`src/rtl/bus_out_buffer.sv`:
```
// Output data buffer: the datapath writes results with a strobe, and a small FIFO
// presents them to an external consumer over a valid/ready handshake.
module bus_out_buffer #(
  parameter int WIDTH = 8,
  parameter int DEPTH = 4
) (
  input  logic                     Clock,
  input  logic                     Resetn,
  input  logic [WIDTH-1:0]         A,
  input  logic                     Wr,
  output logic                     Full,
  output logic [$clog2(DEPTH):0]   Count,
  output logic                     Overflow,
  input  logic                     ClrOvf,
  output logic [WIDTH-1:0]         Q,
  output logic                     Valid,
  input  logic                     Ready
);

  localparam int AW = $clog2(DEPTH);
  localparam int CW = AW + 1;

  logic [WIDTH-1:0] mem_q [DEPTH];
  logic [AW-1:0]    wr_ptr_q, wr_ptr_d;
  logic [AW-1:0]    rd_ptr_q, rd_ptr_d;
  logic [CW-1:0]    count_q, count_d;
  logic             ovf_q, ovf_d;
  logic [DEPTH-1:0] wr_en;
  logic             push, pop;

  assign Full  = (count_q == CW'(DEPTH));
  assign Valid = (count_q != '0);
  assign Count = count_q;
  assign Overflow = ovf_q;
  assign Q     = mem_q[rd_ptr_q];

  // Full/Valid are from the registered count, so a same-cycle pop never makes room.
  assign push = Wr && !Full;
  assign pop  = Valid && Ready;

  always_comb begin
    wr_en    = '0;
    wr_ptr_d = wr_ptr_q;
    rd_ptr_d = rd_ptr_q;
    count_d  = count_q;
    ovf_d    = ovf_q;
    if (push) begin
      wr_en[wr_ptr_q] = 1'b1;
      wr_ptr_d        = wr_ptr_q + AW'(1);
    end
    if (pop) begin
      rd_ptr_d = rd_ptr_q + AW'(1);
    end
    case ({push, pop})
      2'b10:   count_d = count_q + CW'(1);
      2'b01:   count_d = count_q - CW'(1);
      default: count_d = count_q;
    endcase
    if (Wr && Full) begin
      ovf_d = 1'b1;
    end else if (ClrOvf) begin
      ovf_d = 1'b0;
    end
  end

  always_ff @(posedge Clock or negedge Resetn) begin
    if (!Resetn) begin
      wr_ptr_q <= '0;
      rd_ptr_q <= '0;
      count_q  <= '0;
      ovf_q    <= 1'b0;
    end else begin
      wr_ptr_q <= wr_ptr_d;
      rd_ptr_q <= rd_ptr_d;
      count_q  <= count_d;
      ovf_q    <= ovf_d;
    end
  end

  always_ff @(posedge Clock or negedge Resetn) begin
    if (!Resetn) begin
      for (int i = 0; i < DEPTH; i++) begin
        mem_q[i] <= '0;
      end
    end else begin
      for (int i = 0; i < DEPTH; i++) begin
        if (wr_en[i]) begin
          mem_q[i] <= A;
        end
      end
    end
  end

endmodule

```
`config.mk`:
```
export PLATFORM = sky130hd
export DESIGN_NAME = bus_out_buffer
export DESIGN_NICKNAME = d
export VERILOG_FILES = /design/src/rtl/bus_out_buffer.sv
export SDC_FILE = /design/constraint.sdc
export NUM_CORES = 1
export LEC_CHECK = 0
export BUFFER_PORTS_ARGS = -buffer_cell sky130_fd_sc_hd__buf_2
export CAP_MARGIN = 20
export CORE_MARGIN = 2
export CORE_UTILIZATION = 29
export CTS_CLUSTER_SIZE = 12
export DETAILED_ROUTE_END_ITERATION = 8
export GPL_TIMING_DRIVEN = 1
export PLACE_DENSITY = 0.48
export REMOVE_ABC_BUFFERS = 1
export SLEW_MARGIN = 0
export SYNTH_ARGS = -nofsm -noshare
export SYNTH_HDL_FRONTEND = slang
export SYNTH_SLANG_ARGS = --single-unit
```
`constraint.sdc`:
```
create_clock -name Clock -period 2.51 [get_ports Clock]
set_input_delay 0 -clock Clock [delete_from_list [all_inputs] [get_ports Clock]]
set_output_delay 0 -clock Clock [all_outputs]
set_load 0.005 [all_outputs]
```
==> flow_summary.ini, run 1 <==
[drt]
route.final.wire_length_um = 3700
detail_route.drc_violations = 0
drt_iter0_markers = 38
route.vias.total = 1096
route.detailed.wl_per_inst_um = 15.74
ant_nets = 0
viasPerCell = 4.664
drt_first_pass_iters = 2

[cells_and_area]
antenna_cells_inserted = 0
end_of_flow_core_utilization_pct = 37.46
final_nets = 178
layoutNonFillerInstCount = 235
final_layout_size_suffix_gt1_share_pct = 50.63
area.growth.synth_to_final_pct = 23.31

[cts]
cts_hold_buf = 10
cts_repair_resize_count = 0
clock_tree.root_cell = sky130_fd_sc_hd__clkbuf_8
cts.path.max_buffers = 2
tritoncts.num_buffers = 5
insertion_delay_ns = 0.29
post_cts_buffers = 0
clk_pin_slew_worst_paths_ns = 0.07
cts_sinks = 40
tritoncts = done
htree_num_levels = 2

[logic_synthesis]
synthMostInstantiatedCell = sky130_fd_sc_hd__dfrtp_1
synth-edff-count = 0
synth_compound_gate_area_share_pct = 0.8202
post_synthesis_async_set_or_reset_flop_share_pct = 100.0
count_of_warnings_emitted_by_yosys = 0
yosysSeqAreaShare_pct = 54.68
synth_commonest_cells = sky130_fd_sc_hd__dfrtp_1 (40), sky130_fd_sc_hd__mux2_2 (31), sky130_fd_sc_hd__mux4_2 (8)
synth_cell_types = 20
yosys.area.top_type = sky130_fd_sc_hd__dfrtp_1
synth_xor_area_share_pct = 2.871
synth_simple_gate_area_share_pct = 4.716
yosys.area.top_type_share_pct = 54.68
synth_top_family_by_area = multiplexers
synth_adder_area_share_pct = 4.511
dominantRegCellSynth = sky130_fd_sc_hd__dfrtp_1
yosys-mux-area-fraction_pct = 30.69
synthesis.area_per_instance_sq_um = 15.51
synthCells = 118
synthTopCellsByArea = sky130_fd_sc_hd__dfrtp_1 (55%), sky130_fd_sc_hd__mux2_2 (19%), sky130_fd_sc_hd__mux4_2 (9.8%)
synth_seq_cells = 40
synth.cell_area_sq_mm = 0.001831

[sta]
final.setup.tns_ns = 0
finalCriticalPeriod_ns = 2.191
clock_skew_ns = 0.003610
setup_viol = 0
final.setup.worst_slack_ns = 0.3190
max_clock_freq_mhz = 456.4
tcrit_tclk_final_pct = 87.29
final_hold_viol_count = 0
rsz_0062_raised_after_global_routing = no
timing.slew.headroom_pct = 41.19
worst_pin_slew_ns = 0.8822
hold_slack_ns = 0.03021
maxSlewViolCount = 0

[power]
leakage_nw = 0.9875
irDropWorstVdd_v = 0.0004963
power.density_mw_per_mm2 = 1287

[die]
die_h_um = 83.45
fp_rows = 28
design.portCount = 27
die_x_um = 83.45
floorplan.core_area_sq_mm = 0.006026
die_area_sq_mm = 0.006964
initial_core_util_pct = 30.38

[setup_path]
crit_family = simple AND/OR/NAND/NOR gates
worst-endpoint-required_ns = 2.72
worst_stage_delay_on_the_critical_path_ns = 0.47
cp_data_arrival_time_ns = 2.41
crit_type = reg -> reg
start_kind = flop
path_max_fanout = 7
timing.critical_path.buf_inv = 1
critical_path.cell_chain = nor3b_4, or2b_2, ha_1, inv_1, fa_1, xor2_1, nor2_1, xor2_1
critical_path_depth = 8
worst_setup_path_end_kind = flop
worst_r2r_path_depth = 8
crit_slowest_cell = sky130_fd_sc_hd__dfrtp_1
worst_path_most_repeated_cell = sky130_fd_sc_hd__xor2_1

[grt]
grt_pass1_vias = 1216
antenna_found_initial = 0
first_pass_grt_wire_length_um = 6072
grt_start_max_net_pins = 41
gr-total-overflow = 0
track_usage_pct = 11.33

[placement]
place_worst_setup_slack_ns = 0.3237
final_weighted_congestion_in_routability_driven_placement = 0.7185
cell_count_post_placement = 217
numPortBuffers = 26
dp_hpwl_um = 2567

[flow_run]
maxCapViolations = 0

[worst_hold_path]
worst_min_delay_path_category = in -> reg
hold_depth = 3

[status]
run_status = completed
layer usage:
layer	track usage, %	routed length (um)	part of all wire, %	up-vias
li1	-	-	-	499
met1	14.14	1626	44	570
met2	19.50	1899	51	22
met3	2.671	144	3.9	5
met4	3.519	29	0.78	0
met5	0	0	0	-
cell type report:
cell class | count | area (sq um)
fill | 617 | 3769
timing repair buffer | 36 | 230.2
inverter | 6 | 22.52
multi-input combinational | 70 | 798.3
clock buffer | 5 | 68.82
sequential | 40 | 1001
clock inverter | 3 | 42.54
tap | 75 | 93.84
registers in the layout (all words and copies together), names as in the netlist:
register,count
Overflow,1
mem_q,32
wr_ptr_q,2
rd_ptr_q,2
Count,3
per-stage QoR:
stage	cell area (sq um)	total power, mW
after floorplan	1822	2.003
after global placement	2046	2.349
after detailed placement	2046	2.431
after CTS	2257	2.969
after global routing	2257	3.132
final	2257	2.906
cells in the final DEF (no fill, tap or decap), drive strengths merged, types with 5 or more instances in the layout:
cell	synthesis	layout
ha	5	5
nor2	5	5
nand2	6	6
mux4	8	8
inv	6	6
buf	2	26
mux2	33	33
dfrtp	40	40
dlygate4sd3	0	10
clkbuf	0	5
cell families after synthesis:
family,after synthesis
DFF,40
adders and majority gates,6
and+or+nand+nor,14
buffers and inverters,8
muxes,42
xor gates and xnor gates,6
AOI/OAI and AO/OA,2
report_power, final:
part	leakage (nW)	switching, mW	internal (mW)	total (mW)
clock	0.0541	0.221	0.294	0.515
combinational	0.459	0.414	0.719	1.13
sequential	0.475	0.281	0.978	1.26
total	0.987	0.915	1.99	2.91
worst min-delay path: cells and delay by family:
kind	cells	cell delay, ns
buffers and inverters	1	0.14
and+or+nand+nor	1	0.07
AOI/OAI and AO/OA	1	0.07
worst paths after layout:
check                                  to       from  slack [ns]
worst max-delay path             Count[2]   Count[0]        0.32
worst min-delay path             Overflow         Wr        0.03
worst max register to register   Count[2]   Count[0]        0.32
worst min register to register  mem_q[27]  mem_q[27]        0.48
max in group asynchronous       mem_q[16]     Resetn        1.59
min in group asynchronous       mem_q[25]     Resetn        0.36
Note: power is estimated with default switching activity, not from simulation.
==> inputs of run 2 (changes only) <==
CORE_ASPECT_RATIO = 0.8   (was default)
==> run 2 against run 1 <==
Compared with the run above: utilization about the same; sequential power about the same; hold slack improved by 0.031 ns; total power decreased by 3.3%; cell area decreased by 0.28%; die area about the same; register-to-register slack improved by 0.03 ns; critical path depth unchanged; largest power group unchanged.
==> flow_summary.ini, run 2 (same netlist as run 1, synthesis figures left out) <==
[status]
run_status = completed

[cts]
clk_pin_slew_worst_paths_ns = 0.08
tritoncts.num_buffers = 5
cts_sinks = 40
cts.path.max_buffers = 2
post_cts_buffers = 0
cts_hold_buf = 11
clock_tree.root_cell = sky130_fd_sc_hd__clkbuf_8
cts_repair_resize_count = 0
insertion_delay_ns = 0.29
htree_num_levels = 2
tritoncts = done

[sta]
clock_skew_ns = 0.004499
max_clock_freq_mhz = 463.1
tcrit_tclk_final_pct = 86.03
worst_pin_slew_ns = 0.9072
maxSlewViolCount = 0
rsz_0062_raised_after_global_routing = no
setup_viol = 0
hold_slack_ns = 0.06144
final_hold_viol_count = 0
final.setup.tns_ns = 0
finalCriticalPeriod_ns = 2.159
timing.slew.headroom_pct = 39.52
final.setup.worst_slack_ns = 0.3506

[cells_and_area]
end_of_flow_core_utilization_pct = 37.48
layout.area.seq_sq_mm = 0.001001
antenna_cells_inserted = 0
mostFrequentLayoutCell = sky130_fd_sc_hd__dfrtp_1
final_layout_size_suffix_gt1_share_pct = 50.31
regMostFlops = mem_q
highest_count_cells_in_the_layout_ignoring_fill_and_taps = sky130_fd_sc_hd__dfrtp_1 (40), sky130_fd_sc_hd__mux2_2 (31), sky130_fd_sc_hd__buf_2 (26)
finalInstanceArea_sq_mm = 0.002251
multiInputGateArea_sq_um = 798.3
largest_reg_flops = 32
layoutNonFillerInstCount = 242
final_nets = 179
area.growth.synth_to_final_pct = 22.97
nFillCells = 615

[drt]
route.vias.total = 1090
highest-signal-layer = met4
route.detailed.wl_per_inst_um = 14.82
met3_length_um = 121
ant_nets = 0
wl_met1_um = 1626
routed-wl-met2_um = 1775
drt_iter0_markers = 21
viasPerCell = 4.504
route.final.wire_length_um = 3587
drt_first_pass_iters = 3
detail_route.drc_violations = 0

[setup_path]
start_kind = flop
crit_type = reg -> reg
cp_data_arrival_time_ns = 2.37
worst-endpoint-required_ns = 2.72
path_max_fanout = 7
worst_setup_path_end_kind = flop

[power]
irDropWorstVdd_v = 0.0004325
power.density_mw_per_mm2 = 1249
total_power_mw = 2.811
leakage_nw = 0.9875

[placement]
numPortBuffers = 26
final_weighted_congestion_in_routability_driven_placement = 0.6653
place_worst_setup_slack_ns = 0.3472
place_area_sq_mm = 0.002053
dp_hpwl_um = 2434
cell_count_post_placement = 223

[grt]
track_usage_pct = 11.57
grt_pass1_vias = 1133
antenna_found_initial = 0
gr-total-overflow = 0
first_pass_grt_wire_length_um = 5837
grt_start_max_net_pins = 41

[worst_hold_path]
worst_min_delay_path_category = in -> reg

[die]
initial_core_util_pct = 30.48
die_h_um = 75.06
die_area_sq_mm = 0.006967
die_x_um = 92.83
fp_rows = 25
floorplan.core_area_sq_mm = 0.006006
design.portCount = 27

[flow_run]
maxCapViolations = 0
[run 2: changes by cell type in the layout (fill, tap and decap cells not counted)]
cell | previous run | this run
sky130_fd_sc_hd__bufinv_16 | 1 | 0
sky130_fd_sc_hd__clkinvlp_4 | 1 | 0
sky130_fd_sc_hd__dlygate4sd3_1 | 10 | 11
sky130_fd_sc_hd__clkinv_2 | 1 | 2
sky130_fd_sc_hd__clkinv_4 | 0 | 1
[run 2: cell type report]
| class | instances | share of cell area, % |
|---|---|---|
| clock buffer | 5 | 3.057 |
| timing repair buffer | 37 | 10.67 |
| inverter | 6 | 1.001 |
| clock inverter | 3 | 0.8338 |
| tap | 81 | 4.502 |
| multi-input combinational | 70 | 35.46 |
| sequential | 40 | 44.47 |
[run 2: path summary, 6_finish.rpt]
path / start / to / slack, ns / cells after the start
min in group asynchronous: Resetn / Count[0] / 0.38 / 2
max in group asynchronous: Resetn / mem_q[21] / 1.56 / 2
worst min-delay path: Ready / rd_ptr_q[0] / 0.06 / 3
worst min register to register: mem_q[26] / mem_q[26] / 0.49 / 1
worst max-delay path: Count[0] / Count[2] / 0.35 / 8
worst max register to register: Count[0] / Count[2] / 0.35 / 8
[run 2: power by group]
part	internal, mW	switching (mW)	total (mW)
clock network	0.194	0.229	0.423
logic	0.726	0.412	1.14
registers	0.977	0.273	1.25
[run 2: worst max-delay path, cell delays in order, from the launching register on]
cell	delay (ns)
sky130_fd_sc_hd__dfrtp_1	0.47
sky130_fd_sc_hd__nor3b_4	0.37
sky130_fd_sc_hd__or2b_2	0.21
sky130_fd_sc_hd__ha_1	0.18
sky130_fd_sc_hd__inv_1	0.06
sky130_fd_sc_hd__fa_1	0.37
sky130_fd_sc_hd__xor2_1	0.15
sky130_fd_sc_hd__nor2_1	0.11
sky130_fd_sc_hd__xor2_1	0.15
[run 2: per-layer routing]
layer	GRT usage (%)	vias up
li1	-	501
met1	15.21	567
met2	18.44	16
met3	3.103	6
met4	4.902	0
met5	0	-
==> inputs of run 3 (changes only) <==
ABC_AREA = 1   (was default)
CAP_MARGIN = 10   (was 20)
==> run 3 against run 2 <==
Compared with the run above: synthesized cell count is 120% higher; worst setup slack better by 0.33 ns; global-route usage is 3.2 points higher; synthesized area is 18% higher; die area is 17% higher; clock power is 12% higher; clock-buffer cell count is 2 higher; combinational power is 26% higher; total power is 8.8% higher; non-clock buffer count is 5 higher; hold slack worse by 0.026 ns; critical path type unchanged; largest power group is now combinational logic.
==> flow_summary.ini, run 3 <==
[drt]
drt_iter0_markers = 97
drt_first_pass_iters = 4
route.detailed.wl_per_inst_um = 14.65
ant_nets = 0
route.vias.total = 1803
detail_route.drc_violations = 0
route.final.wire_length_um = 5523
viasPerCell = 4.782

[cts]
tritoncts.num_buffers = 5
clock_tree.root_cell = sky130_fd_sc_hd__clkbuf_8
tritoncts = done
post_cts_buffers = 0
htree_num_levels = 2
cts.path.max_buffers = 2
cts_sinks = 40
clk_pin_slew_worst_paths_ns = 0.08
insertion_delay_ns = 0.29

[cells_and_area]
layoutNonFillerInstCount = 377
area.growth.synth_to_final_pct = 14.55
mostFrequentLayoutCell = sky130_fd_sc_hd__nand2_1
nFillCells = 804
antenna_cells_inserted = 0
final_layout_size_suffix_gt1_share_pct = 16.72
regMostFlops = mem_q
multiInputGateArea_sq_um = 933.4
final_nets = 306
highest_count_cells_in_the_layout_ignoring_fill_and_taps = sky130_fd_sc_hd__nand2_1 (84), sky130_fd_sc_hd__dfrtp_1 (40), sky130_fd_sc_hd__nand4_1 (33)
largest_reg_flops = 32
layout.area.seq_sq_mm = 0.001001

[logic_synthesis]
yosysSeqAreaShare_pct = 46.38
post_synthesis_async_set_or_reset_flop_share_pct = 100.0
synth.cell_area_sq_mm = 0.002158
synth-edff-count = 0
dominantRegCellSynth = sky130_fd_sc_hd__dfrtp_1
count_of_warnings_emitted_by_yosys = 0
synthMostInstantiatedCell = sky130_fd_sc_hd__nand2_1
yosys-mux-area-fraction_pct = 0
synth_compound_gate_area_share_pct = 6.029
synth_top_family_by_area = simple AND/OR/NAND/NOR gates
synth_simple_gate_area_share_pct = 32.99
synth_adder_area_share_pct = 3.826
synthCells = 254
yosys.area.top_type_share_pct = 46.38
synth_commonest_cells = sky130_fd_sc_hd__nand2_1 (84), sky130_fd_sc_hd__dfrtp_1 (40), sky130_fd_sc_hd__nand4_1 (33)
synthesis.area_per_instance_sq_um = 8.497
synthTopCellsByArea = sky130_fd_sc_hd__dfrtp_1 (46%), sky130_fd_sc_hd__nand2_1 (15%), sky130_fd_sc_hd__nand4_1 (9.6%)
synth_cell_types = 21
synth_seq_cells = 40
synth_xor_area_share_pct = 0.4058
yosys.area.top_type = sky130_fd_sc_hd__dfrtp_1

[status]
run_status = completed

[worst_hold_path]
worst_min_delay_path_category = in -> reg

[grt]
gr-total-overflow = 0
antenna_found_initial = 0
grt_pass1_vias = 1783
grt_start_max_net_pins = 41
first_pass_grt_wire_length_um = 9273
track_usage_pct = 14.81

[placement]
cell_count_post_placement = 359
final_weighted_congestion_in_routability_driven_placement = 0.7318
dp_hpwl_um = 3316
numPortBuffers = 26

[sta]
final_hold_viol_count = 0
rsz_0062_raised_after_global_routing = no
finalCriticalPeriod_ns = 1.832
tcrit_tclk_final_pct = 72.99
worst_pin_slew_ns = 0.9227
max_clock_freq_mhz = 545.8
final.setup.tns_ns = 0
maxSlewViolCount = 0
setup_viol = 0
clock_skew_ns = 0.002319
timing.slew.headroom_pct = 38.49

[die]
initial_core_util_pct = 29.48
die_x_um = 100.5
die_h_um = 81.16
fp_rows = 28
floorplan.core_area_sq_mm = 0.007322
design.portCount = 27
die_area_sq_mm = 0.008153

[power]
leakage_nw = 1.270
irDropWorstVdd_v = 0.0003232
power.density_mw_per_mm2 = 1237

[setup_path]
start_kind = flop
worst-endpoint-required_ns = 2.72
worst_setup_path_end_kind = flop
path_max_fanout = 4
cp_data_arrival_time_ns = 2.05
crit_type = reg -> reg

[flow_run]
maxCapViolations = 0
## run 3: cell count changes in the layout (fill, tap and decap cells not counted), sizes merged, moves of 2 or more
cell    delta
xnor2      -2
xor2       -3
nand3      +9
clkinv     -3
buf        +5
o21ai     +25
mux4       -8
nor2      +20
nand4     +33
clkbuf     +2
mux2      -33
inv        +7
nand2     +79
## run 3: worst paths after layout
kind	from	to	slack, ns	cells past startpoint
setup / recovery	Count[0]	Count[1]	0.68	8
hold / removal	Wr	wr_ptr_q[0]	0.04	4
setup reg to reg	Count[0]	Count[1]	0.68	8
hold reg to reg	mem_q[22]	mem_q[22]	0.47	2
max in group asynchronous	Resetn	mem_q[26]	1.57	2
min in group asynchronous	Resetn	Count[1]	0.38	2
## run 3: metal layers
layer	up-vias	part of all wire, %	global-route usage [%]
met4	0	1.2	4.521
met3	5	3.3	2.754
met1	862	51	20.67
met2	24	45	23.42
li1	912	-	-
met5	-	0	0
## run 3: cells by family (layout without fill, tap and decap cells)
kind of cell             count (synthesis)  after routing
AO/OA/AOI/OAI                           26             26
XOR/XNOR                                 1              1
adder cells (fa/ha/maj)                  6              6
buffers and inverters                   29             62
flip-flops                              40             40
AND/OR/NAND/NOR                        152            152
## run 3: where the power goes
group	total, mW	leakage [nW]	switching (mW)	internal [mW]
logic	1.44	0.720	0.897	0.539
clock network	0.472	0.0503	0.227	0.245
registers	1.15	0.500	0.206	0.943
total	3.06	1.27	1.33	1.73
## run 3: critical path, stage by stage (launching register included)
cell                      delay (ns)
sky130_fd_sc_hd__dfrtp_1        0.45
sky130_fd_sc_hd__nor2_4         0.14
sky130_fd_sc_hd__nand2_1        0.11
sky130_fd_sc_hd__nand2_1        0.11
sky130_fd_sc_hd__inv_1          0.05
sky130_fd_sc_hd__ha_1           0.19
sky130_fd_sc_hd__inv_1          0.10
sky130_fd_sc_hd__fa_1           0.42
sky130_fd_sc_hd__o21ai_0        0.18
## run 3: area by class of cell
cell class	count	area share, %
inverter	13	2.075
multi-input combinational	185	37.75
tap	90	4.555
sequential	40	40.49
timing repair buffer	42	11.23
clock buffer	7	3.897
## run 3: timing repair
action	4_1_cts	5_1_grt
hold buffers	11	0
gates resized for setup	0	0
hold endpoints to repair	66	0
## run 3: per-stage QoR
| stage | util, % | hold WS [ns] | setup slack (ns) | power (mW) | cell area, sq um |
|---|---|---|---|---|---|
| after floorplan | - | -0.2956 | 0.6259 | 2.029 | 1986 |
| after global placement | 30.95 | 0.1769 | 0.7956 | 2.582 | 2266 |
| after detailed placement | 30.95 | 0.2028 | 0.7417 | 2.599 | 2266 |
| after CTS | 33.77 | 0.03700 | 0.7171 | 3.088 | 2472 |
| after global routing | 33.77 | 0.08068 | 0.5100 | 3.362 | 2472 |
| final | 33.77 | 0.03565 | 0.6779 | 3.058 | 2472 |
